File: src/rtl/ahb_sram_slave_if.sv
// ---------------------------------------------------------------------------
// ahb_sram_slave_if
// AHB slave front end for the SRAM controller. Turns pipelined AHB transfers
// into single-cycle accesses on two 32-bit SRAM banks. Each bank is four
// byte-wide macros. One wait state is inserted for a write followed directly
// by a read. A two-cycle ERROR is returned for illegal transfers and for any
// transfer while BIST owns the arrays.
//
// Ports
//   hclk, hresetn  : bus clock, asynchronous active-low reset
//   hsel .. hwdata : AHB slave inputs (hburst is ignored, beats are independent)
//   bist_en        : BIST owns the arrays, every new accept errors
//   hready_resp    : slave ready
//   hresp          : OKAY=00, ERROR=01
//   hrdata         : read data, zero outside a read data phase
//   sram_addr      : macro word address
//   sram_wdata     : write data to the macros
//   sram_cen_n     : per-bank chip enable, active low
//   sram_wen_n     : per-byte-lane write enable, active low
//   sram_q0/1      : bank read data, valid one cycle after the enabled read
// ---------------------------------------------------------------------------
module ahb_sram_slave_if #(
  parameter int unsigned SRAM_AW = 13,
  parameter int unsigned DATA_W  = 32
) (
  input  logic               hclk,
  input  logic               hresetn,
  input  logic               hsel,
  input  logic [31:0]        haddr,
  input  logic [1:0]         htrans,
  input  logic               hwrite,
  input  logic [2:0]         hsize,
  input  logic [2:0]         hburst,
  input  logic               hready,
  input  logic [DATA_W-1:0]  hwdata,
  input  logic               bist_en,
  output logic               hready_resp,
  output logic [1:0]         hresp,
  output logic [DATA_W-1:0]  hrdata,
  output logic [SRAM_AW-1:0] sram_addr,
  output logic [DATA_W-1:0]  sram_wdata,
  output logic [1:0]         sram_cen_n,
  output logic [3:0]         sram_wen_n,
  input  logic [DATA_W-1:0]  sram_q0,
  input  logic [DATA_W-1:0]  sram_q1
);

  // haddr[BANK_BIT] selects the bank, haddr[BANK_BIT-1:2] is the word address
  localparam int unsigned BANK_BIT = SRAM_AW + 2;
  localparam logic [1:0]  RESP_OKAY  = 2'b00;
  localparam logic [1:0]  RESP_ERROR = 2'b01;

  typedef enum logic [2:0] {
    S_IDLE    = 3'd0,
    S_WR      = 3'd1,
    S_WR_HOLD = 3'd2,
    S_RD      = 3'd3,
    S_ERR1    = 3'd4,
    S_ERR2    = 3'd5
  } state_t;

  state_t             r_state;
  logic [SRAM_AW-1:0] r_addr;
  logic               r_bank;
  logic [3:0]         r_mask;

  logic               w_accept;
  logic               w_illegal;
  logic               w_rd_cand;
  logic               w_open;
  logic               w_take;
  logic               w_rd_issue;
  logic               w_bank;
  logic [SRAM_AW-1:0] w_addr;
  logic [3:0]         w_mask;
  state_t             w_acc_state;
  logic               w_unused;

  assign w_unused = ^{hburst, haddr[31:BANK_BIT+1]};

  assign w_addr    = haddr[BANK_BIT-1:2];
  assign w_bank    = haddr[BANK_BIT];
  assign w_accept  = hsel & hready & htrans[1];
  // Read presented on the bus regardless of hready; used to stall after a write
  assign w_rd_cand = hsel & htrans[1] & ~hwrite;

  // Size / alignment / BIST legality of the address phase
  always_comb begin
    w_illegal = bist_en;
    if (hsize > 3'd2)                             w_illegal = 1'b1;
    if ((hsize == 3'd1) && haddr[0])              w_illegal = 1'b1;
    if ((hsize == 3'd2) && (haddr[1:0] != 2'b00)) w_illegal = 1'b1;
  end

  // Byte-lane mask of the address phase
  always_comb begin
    w_mask = 4'hF;
    case (hsize)
      3'd0:    w_mask = 4'b0001 << haddr[1:0];
      3'd1:    w_mask = haddr[1] ? 4'b1100 : 4'b0011;
      default: w_mask = 4'hF;
    endcase
  end

  // State that the current accept (or lack of one) leads to
  always_comb begin
    w_acc_state = S_IDLE;
    if (w_accept) begin
      if (w_illegal)   w_acc_state = S_ERR1;
      else if (hwrite) w_acc_state = S_WR;
      else             w_acc_state = S_RD;
    end
  end

  // Cycles in which a new address phase may be taken; a write data phase
  // facing a read is closed because the read would collide with the write
  assign w_open = (r_state == S_IDLE) || (r_state == S_RD) ||
                  (r_state == S_WR_HOLD) || ((r_state == S_WR) && !w_rd_cand);
  assign w_take     = w_open & w_accept;
  assign w_rd_issue = w_take & ~w_illegal & ~hwrite;

  // State and captured address-phase information
  always_ff @(posedge hclk or negedge hresetn) begin
    if (!hresetn) begin
      r_state <= S_IDLE;
      r_addr  <= '0;
      r_bank  <= 1'b0;
      r_mask  <= 4'h0;
    end else begin
      case (r_state)
        S_ERR1:  r_state <= S_ERR2;
        S_ERR2:  r_state <= S_IDLE;
        S_WR:    r_state <= w_rd_cand ? S_WR_HOLD : w_acc_state;
        default: r_state <= w_acc_state;
      endcase
      if (w_take && !w_illegal) begin
        r_addr <= w_addr;
        r_bank <= w_bank;
        r_mask <= w_mask;
      end
    end
  end

  // Bus response and SRAM strobes; everything is forced idle under reset so
  // no macro is enabled while hresetn is low
  always_comb begin
    hready_resp = 1'b1;
    hresp       = RESP_OKAY;
    hrdata      = '0;
    sram_addr   = '0;
    sram_wdata  = '0;
    sram_cen_n  = 2'b11;
    sram_wen_n  = 4'hF;
    if (hresetn) begin
      case (r_state)
        S_WR: begin
          sram_cen_n[r_bank] = 1'b0;
          sram_addr          = r_addr;
          sram_wdata         = hwdata;
          sram_wen_n         = ~r_mask;
          if (w_rd_cand) hready_resp = 1'b0;
        end
        S_RD: begin
          hrdata = r_bank ? sram_q1 : sram_q0;
        end
        S_ERR1: begin
          hready_resp = 1'b0;
          hresp       = RESP_ERROR;
        end
        S_ERR2: begin
          hresp = RESP_ERROR;
        end
        default: ;
      endcase
      // Read issue; never coincides with a write since w_open excludes it
      if (w_rd_issue) begin
        sram_cen_n[w_bank] = 1'b0;
        sram_addr          = w_addr;
      end
    end
  end

endmodule

File: config.mk
export PLATFORM = sky130hd
export DESIGN_NAME = ahb_sram_slave_if
export DESIGN_NICKNAME = d
export VERILOG_FILES = /design/src/rtl/ahb_sram_slave_if.sv
export SDC_FILE = /design/constraint.sdc
export NUM_CORES = 1
export LEC_CHECK = 0
export ABC_AREA = 1
export BUFFER_PORTS_ARGS = -buffer_cell sky130_fd_sc_hd__buf_2
export CORE_UTILIZATION = 25
export CTS_BUF_LIST = sky130_fd_sc_hd__clkbuf_4 sky130_fd_sc_hd__clkbuf_8
export DETAILED_ROUTE_END_ITERATION = 8
export PLACE_DENSITY = 0.69
export SLEW_MARGIN = 10
export SYNTH_ARGS = -nofsm -noshare
export SYNTH_HDL_FRONTEND = slang
export SYNTH_SLANG_ARGS = --single-unit
File: constraint.sdc
create_clock -name hclk -period 2.1 [get_ports hclk]
set_input_delay 0.42 -clock hclk [delete_from_list [all_inputs] [get_ports hclk]]
set_output_delay 0.42 -clock hclk [all_outputs]
set_load 0.03 [all_outputs]
==> flow_summary.yaml <==
drt:
  routed_via_density: 4.55
  drt_pre_antenna_iters: 5
  dr_total_vias: 3320
  wire_per_inst_um: 11.4
  finalWirelength_mm: 8.30
  ant_nets: 0
  drcViolationCount: 0
  drt_iter0_markers: 128
critical_path:
  critPathCaptureType: "register"
  critical_path_class: "reg2reg"
  rrSetupSlack_ns: -0.02
  required_ns: 2.24
  reg2reg_depth: 14
  cp-start-kind: "register"
  cp_max_fo: 3
  arrival_ns: 2.27
synth:
  syn_nets: 553
  synth_seq_area_share_pct: 24.4
  ys_seq_elements: 21
  synth_area_per_cell_um2: 5.24
  syn_inst: 411
  synth_area_um2: 2150
  yosysUniqueCellTypes: 20
  yosysWarningCount: 0
global_route:
  grtUsageTotal_pct: 16.5
  grt_remaining_overflow: 0
  grt_pass1_vias: 2884
  grt_pass1_wl_mm: 12.1
  grt_max_degree: 35
  antenna_found_initial: 0
final_layout:
  finish.utilization_pct: 45.5
  syn_to_final_growth_pct: 74.7
  fin_nets: 768
  n_antenna_cell: 0
  drive_above_1_share_pct: 45.0
status:
  violations: "setup timing"
  status: "complete, but fails checks"
worst_hold_path:
  min_path_type: "in2async"
timing:
  min_period_over_period_pct: 101
  finalHoldViolCount: 0
  skew_ns: 0.00575
  fmax_ghz: 0.471
  setup_ws_ns: -0.0249
  fin_setup_tns_ns: -0.0488
  slew_violations: 0
  min_period_ns: 2.12
  setup_violations: 5
  rsz0062_at_grt: "true"
place:
  pre_cts_slack_ns: -0.0406
  portBuffers: 206
  post-dp-hpwl_mm: 6.24
  gp_congestion: 0.746
pwr:
  p_leak_nw: 2.20
  peakVddDrop_uv: 301
  powerDensity_nw_per_um2: 645
die:
  io_pins: 228
  start_util_pct: 26.1
  die_y_um: 94.8
  coreArea_um2: 8260
  rows: 33
  die-area_um2: 8980
  die_x_um: 94.8
clock_network:
  clk_latency_ns: 0.25
  ctsHoldBuffers: 0
  clock-sinks: 21
  cts_tree: "built"
  cts_buffer_depth: 2
  ctsRootBufferMaster: "clkbuf_8"
  path_clk_slew_ns: 0.08
  cts-buffers-inserted: 3
  htreeDepth: 1
run:
  cap_violations: 0
## cells in the final DEF, fill, tap and decap left out, types with 4 or more instances in the layout
cell,instances
a21oi_1,33
buf_2,183
buf_4,38
buf_6,11
dfrtp_1,21
inv_1,30
inv_2,11
nand2_1,166
nand2_2,11
nand2_4,5
nand4_1,17
nor2_1,48
nor2_2,4
nor2_4,6
o21ai_0,20
## worst paths after layout
path | startpoint | to
min in group hclk | hwrite | r_state[1]$_DFF_PN0_
min reg2reg | r_mask[1]$_DFFE_PN0N_ | r_mask[1]$_DFFE_PN0N_
max | r_state[1]$_DFF_PN0_ | r_state[2]$_DFF_PN0_
min | hresetn | r_state[1]$_DFF_PN0_
max in group asynchronous | hresetn | r_addr[9]$_DFFE_PN0N_
max reg2reg | r_state[1]$_DFF_PN0_ | r_state[2]$_DFF_PN0_
## through the flow
stage | instance area [um^2] | hold WS, ns | std cells | power, mW
after floorplan | 2150 | 0.124 | 411 | 1.51
after global placement | 3360 | 0.293 | 711 | 1.96
after detailed placement | 3360 | 0.296 | 711 | 1.99
after CTS | 3600 | 0.0106 | 727 | 2.34
after global routing | 3760 | 0.00725 | 730 | 2.66
final | 3760 | 0.0107 | 730 | 2.42
## sequential cells by signal (all words and copies together) (netlist names)
register	flops
r_addr	13
r_state	3
r_bank	1
r_mask	4
## final cells by class
class	instances	area [um^2]
fill	842	4500
multi-input combinational	319	1450
timing repair buffer	239	1440
sequential	21	526
inverter	42	158
tap	105	131
clock buffer	4	48.8
## Yosys cell counts (all sizes together)
master | instances | area share (%)
clkinv | 1 | 0.17
nand2 | 182 | 32
clkbuf | 15 | 2.6
nand4 | 17 | 4.9
nor3 | 2 | 0.47
buf | 14 | 3.7
o22ai | 1 | 0.29
nand3 | 4 | 1.2
nand3b | 1 | 0.35
nor2 | 58 | 10
o21ai | 20 | 4.7
dfrtp | 21 | 24
conb | 1 | 0.17
a21oi | 33 | 7.7
inv | 41 | 7.2
## what timing repair did
item,4_1_cts,5_1_grt
buffers inserted,12,3
pin swaps,16,8
gates resized for setup,35,53
setup endpoints to repair,45,45
cloned,1,0
endpoints found under the hold margin,0,0
## critical path, stage by stage (launching register included)
cell,delay [ns]
dfrtp_1,0.41
nor2_4,0.15
nand2_2,0.09
buf_4,0.14
buf_4,0.12
buf_4,0.12
buf_4,0.12
buf_4,0.12
buf_4,0.12
buf_4,0.12
buf_4,0.12
buf_4,0.12
buf_4,0.13
nand3_1,0.06
o21ai_0,0.08
## layer usage
layer  GRT usage (%)  share of wire, %  wire, um  vias up
met5               0                 0         0        -
met4            3.66              0.83        69        0
li1                -                 -         -     1690
met3            2.66               6.9       570        6
met2            32.5                53      4390      144
met1            18.3                39      3270     1480
## power breakdown
group          total (mW)  leakage, nW  switching (mW)  internal, mW
Combinational        1.53         1.91           0.954         0.581
Sequential          0.617        0.272          0.0722         0.545
Clock               0.272       0.0262           0.124         0.148
## logic make-up (layout without fill, tap and decap cells)
group / Yosys count / in the layout / share of synthesized area (%)
AO/OA/AOI/OAI: 54 / 54 / 12.6
buffers and inverters: 71 / 285 / 13.7
flip-flops: 21 / 21 / 24.4
other: 1 / 1 / 0.174
AND/OR/NAND/NOR: 264 / 264 / 49.1
Note: power is estimated with default switching activity, not from simulation.
